<file path="src/rtl/decode_stage.sv">
// ---------------------------------------------------------------------------
// decode_stage
//   Instruction-decode stage of the 16-bit pipelined core. Splits the fetched
//   instruction into opcode, register operands and immediate. Owns the 8x16
//   register file, whose writeback port bypasses same-cycle reads. Detects
//   load-use hazards and squashes the stage on a taken-branch flush.
//
// Ports
//   clk, reset          rising-edge clock, synchronous active-high reset
//   if_valid/if_instr/if_npc   instruction, and its PC+1, from fetch
//   flush               taken branch in Execute, squash the current instruction
//   wb_we/wb_index/wb_data     register-file write port
//   if_stall            combinational, fetch holds its outputs this cycle
//   id_valid, control, source_reg, dest_reg, dest_index, immediate, npc,
//   illegal_op          registered decode results to Execute
// ---------------------------------------------------------------------------
module decode_stage #(
    parameter int NREGS = 8
) (
    input  logic        clk,
    input  logic        reset,
    input  logic        if_valid,
    input  logic [15:0] if_instr,
    input  logic [15:0] if_npc,
    input  logic        flush,
    input  logic        wb_we,
    input  logic [2:0]  wb_index,
    input  logic [15:0] wb_data,
    output logic        if_stall,
    output logic        id_valid,
    output logic [4:0]  control,
    output logic [15:0] source_reg,
    output logic [15:0] dest_reg,
    output logic [2:0]  dest_index,
    output logic [15:0] immediate,
    output logic [15:0] npc,
    output logic        illegal_op
);

    typedef enum logic [4:0] {
        OP_ADD    = 5'd0,  OP_SUB    = 5'd1,  OP_ADDI   = 5'd2,  OP_SHLLI  = 5'd3,
        OP_SHRLI  = 5'd4,  OP_JUMP   = 5'd5,  OP_JUMPLI = 5'd6,  OP_JUMPL  = 5'd7,
        OP_JUMPG  = 5'd8,  OP_JUMPE  = 5'd9,  OP_JUMPNE = 5'd10, OP_CMP    = 5'd11,
        OP_RET    = 5'd12, OP_LOAD   = 5'd13, OP_LOADI  = 5'd14, OP_STORE  = 5'd15,
        OP_MOV    = 5'd16
    } opcode_e;

    // Register file: every entry is reset, so it is built from flops.
    logic [15:0] regs_q [NREGS];

    generate
        for (genvar gi = 0; gi < NREGS; gi++) begin : g_regs
            localparam logic [2:0] IDX = 3'(gi);
            always_ff @(posedge clk) begin
                if (reset) begin
                    regs_q[gi] <= '0;
                end else if (wb_we && wb_index == IDX) begin
                    regs_q[gi] <= wb_data;
                end
            end
        end
    endgenerate

    logic [4:0] op;
    logic [2:0] rd;
    logic [2:0] rs;
    assign op = if_instr[15:11];
    assign rd = if_instr[10:8];
    assign rs = if_instr[7:5];

    // Read ports with writeback bypass.
    logic [15:0] rs_val;
    logic [15:0] rd_val;
    assign rs_val = (wb_we && wb_index == rs) ? wb_data : regs_q[rs];
    assign rd_val = (wb_we && wb_index == rd) ? wb_data : regs_q[rd];

    // Per-opcode read set and immediate form.
    logic        rs_used;
    logic        rd_used;
    logic        illegal;
    logic [15:0] imm;

    always_comb begin
        rs_used = 1'b0;
        rd_used = 1'b0;
        illegal = 1'b0;
        imm     = '0;
        case (op)
            OP_ADD, OP_SUB, OP_CMP, OP_STORE: begin
                rs_used = 1'b1;
                rd_used = 1'b1;
            end
            OP_ADDI, OP_SHLLI, OP_SHRLI: begin
                rs_used = 1'b1;
                imm     = {11'd0, if_instr[4:0]};
            end
            OP_LOADI: imm = {11'd0, if_instr[4:0]};
            OP_JUMP, OP_JUMPLI, OP_JUMPL, OP_JUMPG, OP_JUMPE, OP_JUMPNE:
                imm = {{5{if_instr[10]}}, if_instr[10:0]};
            OP_LOAD, OP_MOV: rs_used = 1'b1;
            OP_RET: ;
            default: illegal = 1'b1;
        endcase
    end

    // Load-use hazard tracking: set only by an issued LOAD, cleared by
    // anything else, so a stall can never last more than one cycle.
    logic       last_load_q, last_load_d;
    logic [2:0] last_load_idx_q, last_load_idx_d;

    assign if_stall = if_valid && !flush && last_load_q &&
                      ((rs_used && rs == last_load_idx_q) ||
                       (rd_used && rd == last_load_idx_q));

    logic        id_valid_q, id_valid_d;
    logic [4:0]  control_q, control_d;
    logic [15:0] source_q, source_d;
    logic [15:0] dest_q, dest_d;
    logic [2:0]  dest_index_q, dest_index_d;
    logic [15:0] imm_q, imm_d;
    logic [15:0] npc_q, npc_d;
    logic        illegal_q, illegal_d;

    always_comb begin
        // Bubble by default.
        id_valid_d      = 1'b0;
        control_d       = '0;
        source_d        = '0;
        dest_d          = '0;
        dest_index_d    = '0;
        imm_d           = '0;
        npc_d           = '0;
        illegal_d       = 1'b0;
        last_load_d     = 1'b0;
        last_load_idx_d = last_load_idx_q;
        if (if_valid && !flush && !if_stall) begin
            if (illegal) begin
                illegal_d = 1'b1;
            end else begin
                id_valid_d      = 1'b1;
                control_d       = op;
                source_d        = rs_val;
                dest_d          = (op == OP_MOV) ? rs_val : rd_val;
                dest_index_d    = rd;
                imm_d           = imm;
                npc_d           = if_npc;
                last_load_d     = (op == OP_LOAD);
                last_load_idx_d = rd;
            end
        end
    end

    always_ff @(posedge clk) begin
        if (reset) begin
            id_valid_q      <= 1'b0;
            control_q       <= '0;
            source_q        <= '0;
            dest_q          <= '0;
            dest_index_q    <= '0;
            imm_q           <= '0;
            npc_q           <= '0;
            illegal_q       <= 1'b0;
            last_load_q     <= 1'b0;
            last_load_idx_q <= '0;
        end else begin
            id_valid_q      <= id_valid_d;
            control_q       <= control_d;
            source_q        <= source_d;
            dest_q          <= dest_d;
            dest_index_q    <= dest_index_d;
            imm_q           <= imm_d;
            npc_q           <= npc_d;
            illegal_q       <= illegal_d;
            last_load_q     <= last_load_d;
            last_load_idx_q <= last_load_idx_d;
        end
    end

    assign id_valid   = id_valid_q;
    assign control    = control_q;
    assign source_reg = source_q;
    assign dest_reg   = dest_q;
    assign dest_index = dest_index_q;
    assign immediate  = imm_q;
    assign npc        = npc_q;
    assign illegal_op = illegal_q;

endmodule

</file>
<file path="config.mk">
export PLATFORM = sky130hd
export DESIGN_NAME = decode_stage
export DESIGN_NICKNAME = d
export VERILOG_FILES = /design/src/rtl/decode_stage.sv
export SDC_FILE = /design/constraint.sdc
export NUM_CORES = 1
export LEC_CHECK = 0
export CELL_PAD_IN_SITES_DETAIL_PLACEMENT = 0
export CELL_PAD_IN_SITES_GLOBAL_PLACEMENT = 1
export CORE_AREA = 8 8 135 199
export CTS_BUF_LIST = sky130_fd_sc_hd__clkbuf_4 sky130_fd_sc_hd__clkbuf_8 sky130_fd_sc_hd__clkbuf_16
export CTS_CLUSTER_SIZE = 8
export DETAILED_ROUTE_END_ITERATION = 8
export DIE_AREA = 0 0 143 207
export PLACE_DENSITY = 0.84
export SLEW_MARGIN = 25
export SYNTH_ARGS = -nofsm -noshare
export SYNTH_HDL_FRONTEND = slang
export SYNTH_SLANG_ARGS = --single-unit
</file>
<file path="constraint.sdc">
create_clock -name clk -period 2.4 [get_ports clk]
set_input_delay 0.36 -clock clk [delete_from_list [all_inputs] [get_ports clk]]
set_output_delay 0.36 -clock clk [all_outputs]
set_load 0.05 [all_outputs]
</file>
---- Word level (Yosys, flattened, before mapping) ----
Memory sizes are Yosys's and may differ from the RTL's.
Cells that the tools add are included.
storage, ports and cells
  memories kept ........................... 1
  output and inout bits ................... 75
  flip-flop bits (word level) ............. 78
  word-level logic and storage cells ...... 119
  RAM bits ................................ 128
operators by class
  equality and inequality tests ........... 27
  reductions and logical operators ........ 29
  bitwise gates (word level) .............. 10
  multiplexer cells ....................... 42
memory list
  name    depth  width  rd ports  clocked after Yosys merged registers in  wr ports  line  RTL
  regs_q  8      16     2         0                                        8         49    logic [15:0] regs_q [NREGS];
operator list
  kind                                                              number
  16-bit two-way mux                                                11
  5-bit by 4-bit == test with 1-bit output (second input constant)  8
  16-bit case mux with 2 select lines                               1
  1-bit two-way mux                                                 30
  5-bit by 3-bit == test with 1-bit output (second input constant)  4
  17-bit OR reduction                                               1
  1-bit logical AND                                                 16
  3-bit == test                                                     4
  3-bit == test (second input constant)                             4
  5-bit by 2-bit == test with 1-bit output (second input constant)  2
  9-bit OR reduction                                                1
  1-bit bitwise OR                                                  8
  4-bit OR reduction                                                2
  3-bit by 2-bit == test with 1-bit output (second input constant)  2
  6-bit OR reduction                                                1
  5-bit by 1-bit == test with 1-bit output (second input constant)  1
  5-bit == test (second input constant)                             1
  5-bit zero test                                                   1
  3-bit by 1-bit == test with 1-bit output (second input constant)  1
  3-bit zero test                                                   1
  3-bit OR reduction                                                1
  1-bit zero test                                                   2
  1-bit NOT                                                         2
  2-bit AND reduction                                               1
  other kinds (2)                                                   2

---- Longest topological paths before layout ----
Gate-level depths: netlist (run 1).
  depth in word-level cells ............... 10
  mapped depth ............................ 8
  gate-level depth less buffers ........... 6

---- Worst setup path after synthesis (run 1) ----
OpenSTA, ideal clock, no wires.
  kind .................................... input -> register
  start ................................... input wb_index[1]
  end ..................................... memory regs_q[1][0], enable pin
  buffers on the path ..................... 1
  data required time ...................... 1.989 ns
  data arrival time ....................... 1.886 ns
  setup time .............................. 0.411 ns
  path slack .............................. 0.103 ns
  stages on the path ...................... 3
  path through ............................ buf_2 nand2b_1 o21ai_0
RTL lines
  element          line  RTL
  start, declared  27    input logic [2:0] wb_index,
  end, declared    49

---- Worst setup path after layout (run 1) ----
  start ................................... input if_instr[13]
  end ..................................... output if_stall
between the ends
  longest elaborated chain between the ends .. 6
  elaborated cells on any way between the ends .. 17
  those cells by class .................... eq/ne (8); mux (2); reduce/logical (7)
RTL lines
  element                                                                    line      RTL
  start, declared                                                            23        input logic [15:0] if_instr,
  5-bit == test, or another cell as far along                                88        case (op)
  9-bit OR reduction (no source line) or 4-bit OR reduction (tied branches)  n/a
  1-bit two-way mux                                                          88
  1-bit logical AND, on equally long branches                                112, 113
  1-bit logical OR (*)                                                       112       ((rs_used && rs == last_load_idx_q) ||
  1-bit logical AND (*)                                                      111       assign if_stall = if_valid && !flush && last_load_q &&
  end, declared                                                              29        output logic if_stall,
Mark *: on every way between the ends. The rest lies on a longest branch, timed or not.

==> results.cfg, run 1 <==
[run_status]
status = finished, final reports clean

[floorplan]
core_area_um2 = 24100
start_util_pct = 40.0
die_w_um = 143
row_count = 70
dieArea_um2 = 29600
io_pins = 131
dieHeight_um = 207

[worst_setup_path]
worstSetupEndpointType = output port
crit_arrival_ns = 1.88
cpMaxStageDelayCell = clkdlybuf4s50_1
cp.depth = 8
r2r_cells = 6
cpLargestDelayFamily = buffers and inverters
critical_path_class = input port to output port
cp.required_ns = 2.04
crit_chain = clkdlybuf4s50_1 -> buf_4 -> a211oi_2 -> o21bai_1 -> a21oi_2 -> a21oi_1 -> nor2_2 -> buf_12
critPathLaunchType = input port
worst-path-buf-inv = 3
cpPeakStageDelay_ns = 0.46
crit_fanout = 6
r2r_slack_ns = 0.74

[flow_run]
maxCapViolCount = 0

[power_and_ir_drop]
p_per_area_nw_per_um2 = 714
power.share.combinational_pct = 11.9
power_leakage_uw = 0.00464
p_sw_uw = 2060
p_seq_share_pct = 44.5
peakVddDrop_v = 0.000421
p_int_uw = 6800
swShare_pct = 23.2
clkPwrFrac_pct = 43.7

[drt]
via_per_inst = 5.24
finalWirelength_um = 25800
drt_iter0_markers = 425
drc = 0
dr.pass1.iters = 4
detailroute.via_count = 6426
routedWlPerCell_um = 21.0
final_antenna_net_count = 0

[logic_synthesis]
yosys_warnings = 0
synthArstFlopShare_pct = 0
ys_ff_latch = 201
postSynthCellCount = 728
syn-num-nets = 784
avgSynthCellArea_um2 = 13.2
seq_area_frac_synth_pct = 55.1
synth_ff_type = edfxtp_1
synth_edf_count = 128
synth_cell_types = 42
syn_area_um2 = 9630

[cts]
cts_tree = done
cts.sinks = 201
clock_latency_ns = 0.54
cts.clk_slew.worst_paths_ns = 0.05
h-tree-depth = 1
cts_hold_buffers = 0
cts_root_buf = clkbuf_16
clk_path_buf_depth = 3
cts_inserted_buffers = 29

[layout]
final_cell_mix = and2_1 (164), edfxtp_1 (128), clkdlybuf4s50_1 (125), dfxtp_1 (73), mux4_2 (59)
top_register = regs_q
fin_nets = 939
post_route_cells_drive_above_1_share_pct = 21.1
layout_commonest_cell = and2_1
fin_area_um2 = 12400
n_antenna_cell = 0
largest_reg_flops = 128
fillers = 2010
utilization_pct = 51.6
area_growth_pct = 28.9

[grt]
antenna_found_initial = 1
grt_overflow_total = 0
grt_start_max_net_pins = 49
grt.total_usage_pct = 17.2
grt_pass1_wl_um = 39300
grt_pass1_vias = 6935

[timing]
period_needed_ns = 2.24
rsz0062_at_grt = no
fmax_mhz = 446
slew_headroom_pct = 61.4
finalHoldViolations = 0
clock_skew_ns = 0.0232
setup_viol = 0
hold_slack_ns = 0.391
final-max-slew-violation-count = 0
worstMarginPinSlew_ns = 0.575
post-route-period-util_pct = 93.4
tns_ns = 0

[placement]
place_congestion = 0.813
numPortBuffers = 130
dp_hpwl_um = 18600
placed_cell_area_um2 = 11500

[worst_hold_path]
hp-class = input port to register
hold_depth = 2
==> cell type report <==
class / instances / area, um2 / area share [%]
sequential: 201 / 5310 / 42.7
timing repair buffer: 196 / 1890 / 15.2
multi-input combinational: 453 / 3930 / 31.6
inverter: 2 / 7.51 / 0.0605
tap: 324 / 405 / 3.26
clock buffer: 48 / 868 / 6.99
clock inverter: 2 / 17.5 / 0.141
==> cells in the mapped netlist (2+ instances only) <==
master,count,area (um2)
a21oi_1,19,95.1
nand4_1,3,18.8
mux2i_1,35,350
o31ai_1,3,22.5
o21ai_0,23,115
buf_6,7,78.8
o211ai_1,30,225
nor4_2,2,25.0
nor2_1,28,105
a32o_1,3,30.0
mux4_2,59,1330
buf_4,14,105
xnor2_1,9,78.8
dfxtp_1,73,1460
nand2b_1,7,43.8
a211oi_1,2,15.0
mux4_1,3,78.8
buf_2,22,110
and2_1,164,1030
xor2_1,4,35.0
nor3_1,6,30.0
nand3_1,2,10.0
edfxtp_1,128,3840
clkbuf_1,29,109
nand2_1,36,135
==> path summary, 6_finish.rpt <==
kind	endpoint	startpoint
hold / removal	npc[8]	if_npc[8]
hold reg to reg	last_load_idx_q[0]	last_load_idx_q[0]
setup / recovery	if_stall	if_instr[13]
setup reg to reg	last_load_idx_q[0]	last_load_idx_q[1]
==> worst reg2reg max path, cell delays in order (launching register included) <==
cell,delay [ns]
dfxtp_1,0.34
xor2_1,0.18
nor4_2,0.32
nand2_1,0.16
nand4b_4,0.12
inv_2,0.17
a32o_1,0.25
==> layer usage <==
metal / vias up / part of all wire, % / GRT usage, %
met5: - / 0.050 / 0
met2: 206 / 56 / 33.8
li1: 2968 / - / -
met3: 48 / 6.2 / 2.62
met1: 3202 / 35 / 17.5
met4: 2 / 2.2 / 5.63
==> cells by family (layout without fill, tap and decap cells) <==
kind of cell | Yosys count | after routing | share of synthesized area, %
and+or+nand+nor | 257 | 257 | 15.4
DFF | 201 | 201 | 55.1
muxes | 98 | 98 | 18.4
AOI/OAI and AO/OA | 85 | 85 | 5.66
buffers and inverters | 74 | 248 | 4.26
xor gates and xnor gates | 13 | 13 | 1.18
==> per-stage QoR <==
stage / instances / setup slack, ns / total power [uW]
floorplan: 728 / 0.103 / 4660
CTS: 1226 / 0.109 / 8910
finish: 1226 / 0.158 / 8860
global route: 1226 / 0.0290 / 9120
global placement: 1176 / 0.105 / 5040
detailed placement: 1176 / 0.0116 / 5060
==> power by group through the flow <==
stage	registers, uW	clock network [uW]	logic, uW
finish	3940	3870	1050
floorplan	4060	0	601
global placement	3990	0	1050
detailed placement	4000	0	1060
CTS	3940	3920	1060
global route	3950	4050	1120
==> repair_timing <==
item                                   CTS  global route
endpoints found under the hold margin    0             0
gates resized for setup                  0             1
buffers inserted                         0             0
setup endpoints to repair                0             1
Note: power is estimated with default switching activity, not from simulation.
==> run 2, diff against run 1 <==
--- a/config.mk
+++ b/config.mk
@@ -13,6 +13,7 @@
 export DETAILED_ROUTE_END_ITERATION = 8
 export DIE_AREA = 0 0 143 207
 export PLACE_DENSITY = 0.84
+export RECOVER_POWER = 100
 export SLEW_MARGIN = 25
 export SYNTH_ARGS = -nofsm -noshare
 export SYNTH_HDL_FRONTEND = slang
==> results.cfg, run 2 (same netlist as run 1, synthesis figures left out) <==
[run_status]
status = finished, final reports clean

[worst_setup_path]
r2r-start = last_load_idx_q[1]
crit_fanout = 13
crit_arrival_ns = 2.41
critical_path_class = input port to register
worstSetupEndpointType = register
r2r_slack_ns = 0.52
r2r_cells = 6
cp.required_ns = 2.55
rr_endpoint = last_load_idx_q[0]
critPathLaunchType = input port

[layout]
largest_reg_flops = 128
final_cells = 1226
final_cell_mix = edfxtp_1 (128), and2_1 (87), and2_0 (77), dlygate4sd3_1 (76), dfxtp_1 (73)
n_antenna_cell = 0
fin_nets = 939
utilization_pct = 50.8
layout_commonest_cell = edfxtp_1
post_route_cells_drive_above_1_share_pct = 17.0
top_register = regs_q
area_growth_pct = 27.0
fin_area_um2 = 12200

[timing]
period_needed_ns = 2.26
post-route-period-util_pct = 94.4
setup_viol = 0
fmax_mhz = 442
tns_ns = 0
worstMarginPinSlew_ns = 0.933
finalHoldViolations = 0
final-max-slew-violation-count = 0
slew_headroom_pct = 37.7
clock_skew_ns = 0.0259
rsz0062_at_grt = no

[cts]
h-tree-depth = 1
cts_hold_buffers = 0
cts_tree = done
cts.clk_slew.worst_paths_ns = 0.05
post_cts_resized = 0
cts_root_buf = clkbuf_16
postCtsSetupRepairBufs = 0
cts_inserted_buffers = 29
cts.sinks = 201
clk_path_buf_depth = 3
clock_latency_ns = 0.54

[power_and_ir_drop]
peakVddDrop_v = 0.000420
p_per_area_nw_per_um2 = 721
finalPower_uw = 8820
power_leakage_uw = 0.00466

[drt]
drt_iter0_markers = 433
detailroute.via_count = 6469
via_per_inst = 5.28
dr.pass1.iters = 5
routedWlPerCell_um = 21.0
final_antenna_net_count = 0
finalWirelength_um = 25800
drc = 0

[worst_hold_path]
min_from = if_npc[8]
holdPathEnd = npc[8]
hp-class = input port to register
hold_depth = 2

[floorplan]
core_area_um2 = 24100
dieHeight_um = 207
start_util_pct = 40.0
row_count = 70
dieArea_um2 = 29600
io_pins = 131
die_w_um = 143

[placement]
dp_hpwl_um = 18600
dp.cells = 1176
numPortBuffers = 130
place_congestion = 0.813
placed_cell_area_um2 = 11500

[flow_run]
maxCapViolCount = 0

[grt]
grt_pass1_wl_um = 39300
grt.total_usage_pct = 17.2
antenna_found_initial = 1
grt_pass1_vias = 6935
grt_overflow_total = 0
grt_start_max_net_pins = 49
==> run 2: changes by cell type in the layout (fill, tap and decap cells not counted), moves of 6 or more <==
cell             before  now
o21ai_0              17   23
and2_0                0   77
and2_1              164   87
o21ai_1               6    0
clkbuf_1              0   30
clkbuf_2              0    8
dlygate4sd3_1         0   76
clkdlybuf4s50_1     125   49
buf_4                58   21
==> run 2: where the power goes <==
part	internal (uW)	switching, uW
clock network	2440	1430
logic	467	545
registers	3860	79.8
total	6770	2050
==> run 2: layout make-up <==
class                      count  area (um2)
clock buffer                  48         868
fill                        2059       11900
sequential                   201        5310
multi-input combinational    453        3890
inverter                       2        7.51
timing repair buffer         196        1730
tap                          324         405
clock inverter                 2        17.5
==> run 2: worst max path at each step <==
stage | endpoint | start | depth (start not counted)
after floorplan | regs_q[1][0] | wb_index[1] | 3
after global placement | regs_q[4][8] | wb_index[2] | 6
after detailed placement | regs_q[4][4] | wb_index[2] | 6
after CTS | if_stall | if_instr[13] | 8
after global routing | if_stall | if_instr[13] | 8
final | regs_q[4][4] | wb_index[2] | 4
==> run 2: stage by stage <==
| stage | hold WS, ns | setup WS, ns |
|---|---|---|
| 2_1_floorplan | 0.439 | 0.103 |
| 3_3_place_gp | 0.548 | 0.105 |
| 3_5_place_dp | 0.574 | 0.0116 |
| 4_1_cts | 0.381 | 0.109 |
| 5_1_grt | 0.397 | 0.0417 |
| 6_report | 0.390 | 0.135 |
==> run 2: critical path: stages <==
cell	delay, ns
dlygate4sd3_1	0.72
nand2_1	0.18
o31ai_1	0.36
dlymetal6s2s_1	0.78
==> run 2: per-layer routing <==
layer | share of wire [%] | global-route usage (%)
met3 | 6.4 | 2.62
met2 | 56 | 33.8
met1 | 35 | 17.5
met5 | 0.050 | 0
met4 | 2.2 | 5.63
==> run 3, diff against run 2 <==
--- a/config.mk
+++ b/config.mk
@@ -7,12 +7,12 @@
 export LEC_CHECK = 0
 export CELL_PAD_IN_SITES_DETAIL_PLACEMENT = 0
 export CELL_PAD_IN_SITES_GLOBAL_PLACEMENT = 1
-export CORE_AREA = 8 8 135 199
+export CORE_AREA = 8 8 129 191
 export CTS_BUF_LIST = sky130_fd_sc_hd__clkbuf_4 sky130_fd_sc_hd__clkbuf_8 sky130_fd_sc_hd__clkbuf_16
 export CTS_CLUSTER_SIZE = 8
 export DETAILED_ROUTE_END_ITERATION = 8
-export DIE_AREA = 0 0 143 207
-export PLACE_DENSITY = 0.84
+export DIE_AREA = 0 0 137 199
+export PLACE_DENSITY = 0.87
 export RECOVER_POWER = 100
 export SLEW_MARGIN = 25
 export SYNTH_ARGS = -nofsm -noshare
==> constraint.sdc (replaced) <==
create_clock -name clk -period 2.2 [get_ports clk]
set_input_delay 0.33 -clock clk [delete_from_list [all_inputs] [get_ports clk]]
set_output_delay 0.33 -clock clk [all_outputs]
set_load 0.05 [all_outputs]
==> results.cfg, run 3 (same netlist as run 1, synthesis figures left out) <==
[grt]
grt.busiest_layer = met2
grt_start_max_net_pins = 34
grt_pass1_vias = 6818
grt_overflow_total = 0
grt_pass1_wl_um = 38900
antenna_found_initial = 2
use_met1_pct = 19.5
grt.met2_usage_pct = 35.7
grt.total_usage_pct = 19.0
gr-usage-met3_pct = 3.29

[timing]
tns_ns = -0.0362
post-route-period-util_pct = 102
setup_viol = 1
rsz0062_at_grt = yes
final-max-slew-violation-count = 0
final.setup.worst_slack_ns = -0.0362
clock_skew_ns = 0.0107
fmax_mhz = 447
period_needed_ns = 2.24
worstMarginPinSlew_ns = 0.713
finalHoldViolations = 0
slew_headroom_pct = 52.4

[drt]
routedWlPerCell_um = 21.6
detailroute.via_count = 6554
dr.pass1.iters = 5
drt_iter0_markers = 431
final_antenna_net_count = 0
finalWirelength_um = 25600
drc = 0
via_per_inst = 5.52

[cts]
clk_path_buf_depth = 3
cts.sinks = 201
cts_inserted_buffers = 29
clock_latency_ns = 0.53
cts.clk_slew.worst_paths_ns = 0.05
cts_root_buf = clkbuf_16
cts_hold_buffers = 0
cts_tree = done
h-tree-depth = 1

[floorplan]
start_util_pct = 43.8
die_w_um = 137
core_area_um2 = 22000
io_pins = 131
dieHeight_um = 199
dieArea_um2 = 27300
row_count = 67

[worst_setup_path]
crit_fanout = 3
cpMaxStageDelayCell = nor4_2
crit_start = last_load_idx_q[1]
r2r_cells = 7
rr_endpoint = last_load_idx_q[1]
cpPeakStageDelay_ns = 0.35
cp.required_ns = 1.87
r2r-start = last_load_idx_q[1]
critical_path_class = register to output port
r2r_slack_ns = 0.42
crit_chain = xor2_1 -> nor4_2 -> a21oi_1 -> nor2_1 -> clkbuf_16
worstSetupEndpointType = output port
crit_arrival_ns = 1.91
critPathLaunchType = register

[placement]
post-place-ws_ns = -0.0568
numPortBuffers = 130
dp_hpwl_um = 18300
place_congestion = 0.852
dp.cells = 1137

[layout]
top_register = regs_q
largest_reg_flops = 128
fin_nets = 950
post_route_cells_drive_above_1_share_pct = 19.2
utilization_pct = 56.1
final_cell_mix = edfxtp_1 (128), and2_1 (125), clkdlybuf4s50_1 (118), dfxtp_1 (72), mux4_2 (59)
n_antenna_cell = 0
final_cells = 1188
area_growth_pct = 27.9
layout_commonest_cell = edfxtp_1

[power_and_ir_drop]
peakVddDrop_v = 0.000492
power_leakage_uw = 0.00456
p_per_area_nw_per_um2 = 781

[run_status]
status = finished, violations left
violations = setup timing

[worst_hold_path]
hold_depth = 3
hp-class = input port to register
holdPathEnd = control[2]
min_from = if_instr[13]

[flow_run]
maxCapViolCount = 0
-- run 3: worst max-delay path by stage --
stage,cells past startpoint,to
after floorplan,3,regs_q[1][0]
after global placement,7,if_stall
after detailed placement,8,dest_reg[14]
after CTS,5,if_stall
after global routing,5,if_stall
final,5,if_stall
-- run 3: what timing repair did --
action | in CTS | in global routing
buffers inserted | 1 | 1
setup endpoints to repair | 1 | 1
gates resized for setup | 2 | 4
hold endpoints to repair | 0 | 0
pin swaps | 2 | 3
-- run 3: power breakdown --
part | total [uW] | internal (uW) | switching [uW]
sequential | 4300 | 4210 | 86.8
clock | 4180 | 2660 | 1530
combinational | 1140 | 537 | 598
total | 9620 | 7400 | 2210
-- run 3: critical path: cells and delay by family (launching register included) --
kind,cells,cell delay (ns)
AOI/OAI and AO/OA,1,0.15
buffers and inverters,1,0.19
xor gates and xnor gates,1,0.16
DFF,1,0.34
and+or+nand+nor,2,0.53
-- run 3: routing by layer --
layer	part of all wire (%)	routed length (um)
met4	3.8	981
met5	0.11	28
met2	55	14000
met1	34	8630
met3	7.7	1980
-- run 3: metrics by stage --
step                      hold WS (ns)  area [um2]  total power, uW
after CTS                        0.348       12400             9700
after floorplan                  0.409        9630             5080
after global routing             0.292       12300             9920
after detailed placement         0.568       11500             5520
after global placement           0.555       11500             5500
final                            0.286       12300             9620
-- run 3: final cells by class --
class                      count  area [um2]
clock buffer                  48         868
clock inverter                 1        8.76
fill                        1777        9650
inverter                       2        7.51
multi-input combinational    453        3910
sequential                   201        5310
tap                          276         345
timing repair buffer         207        1860
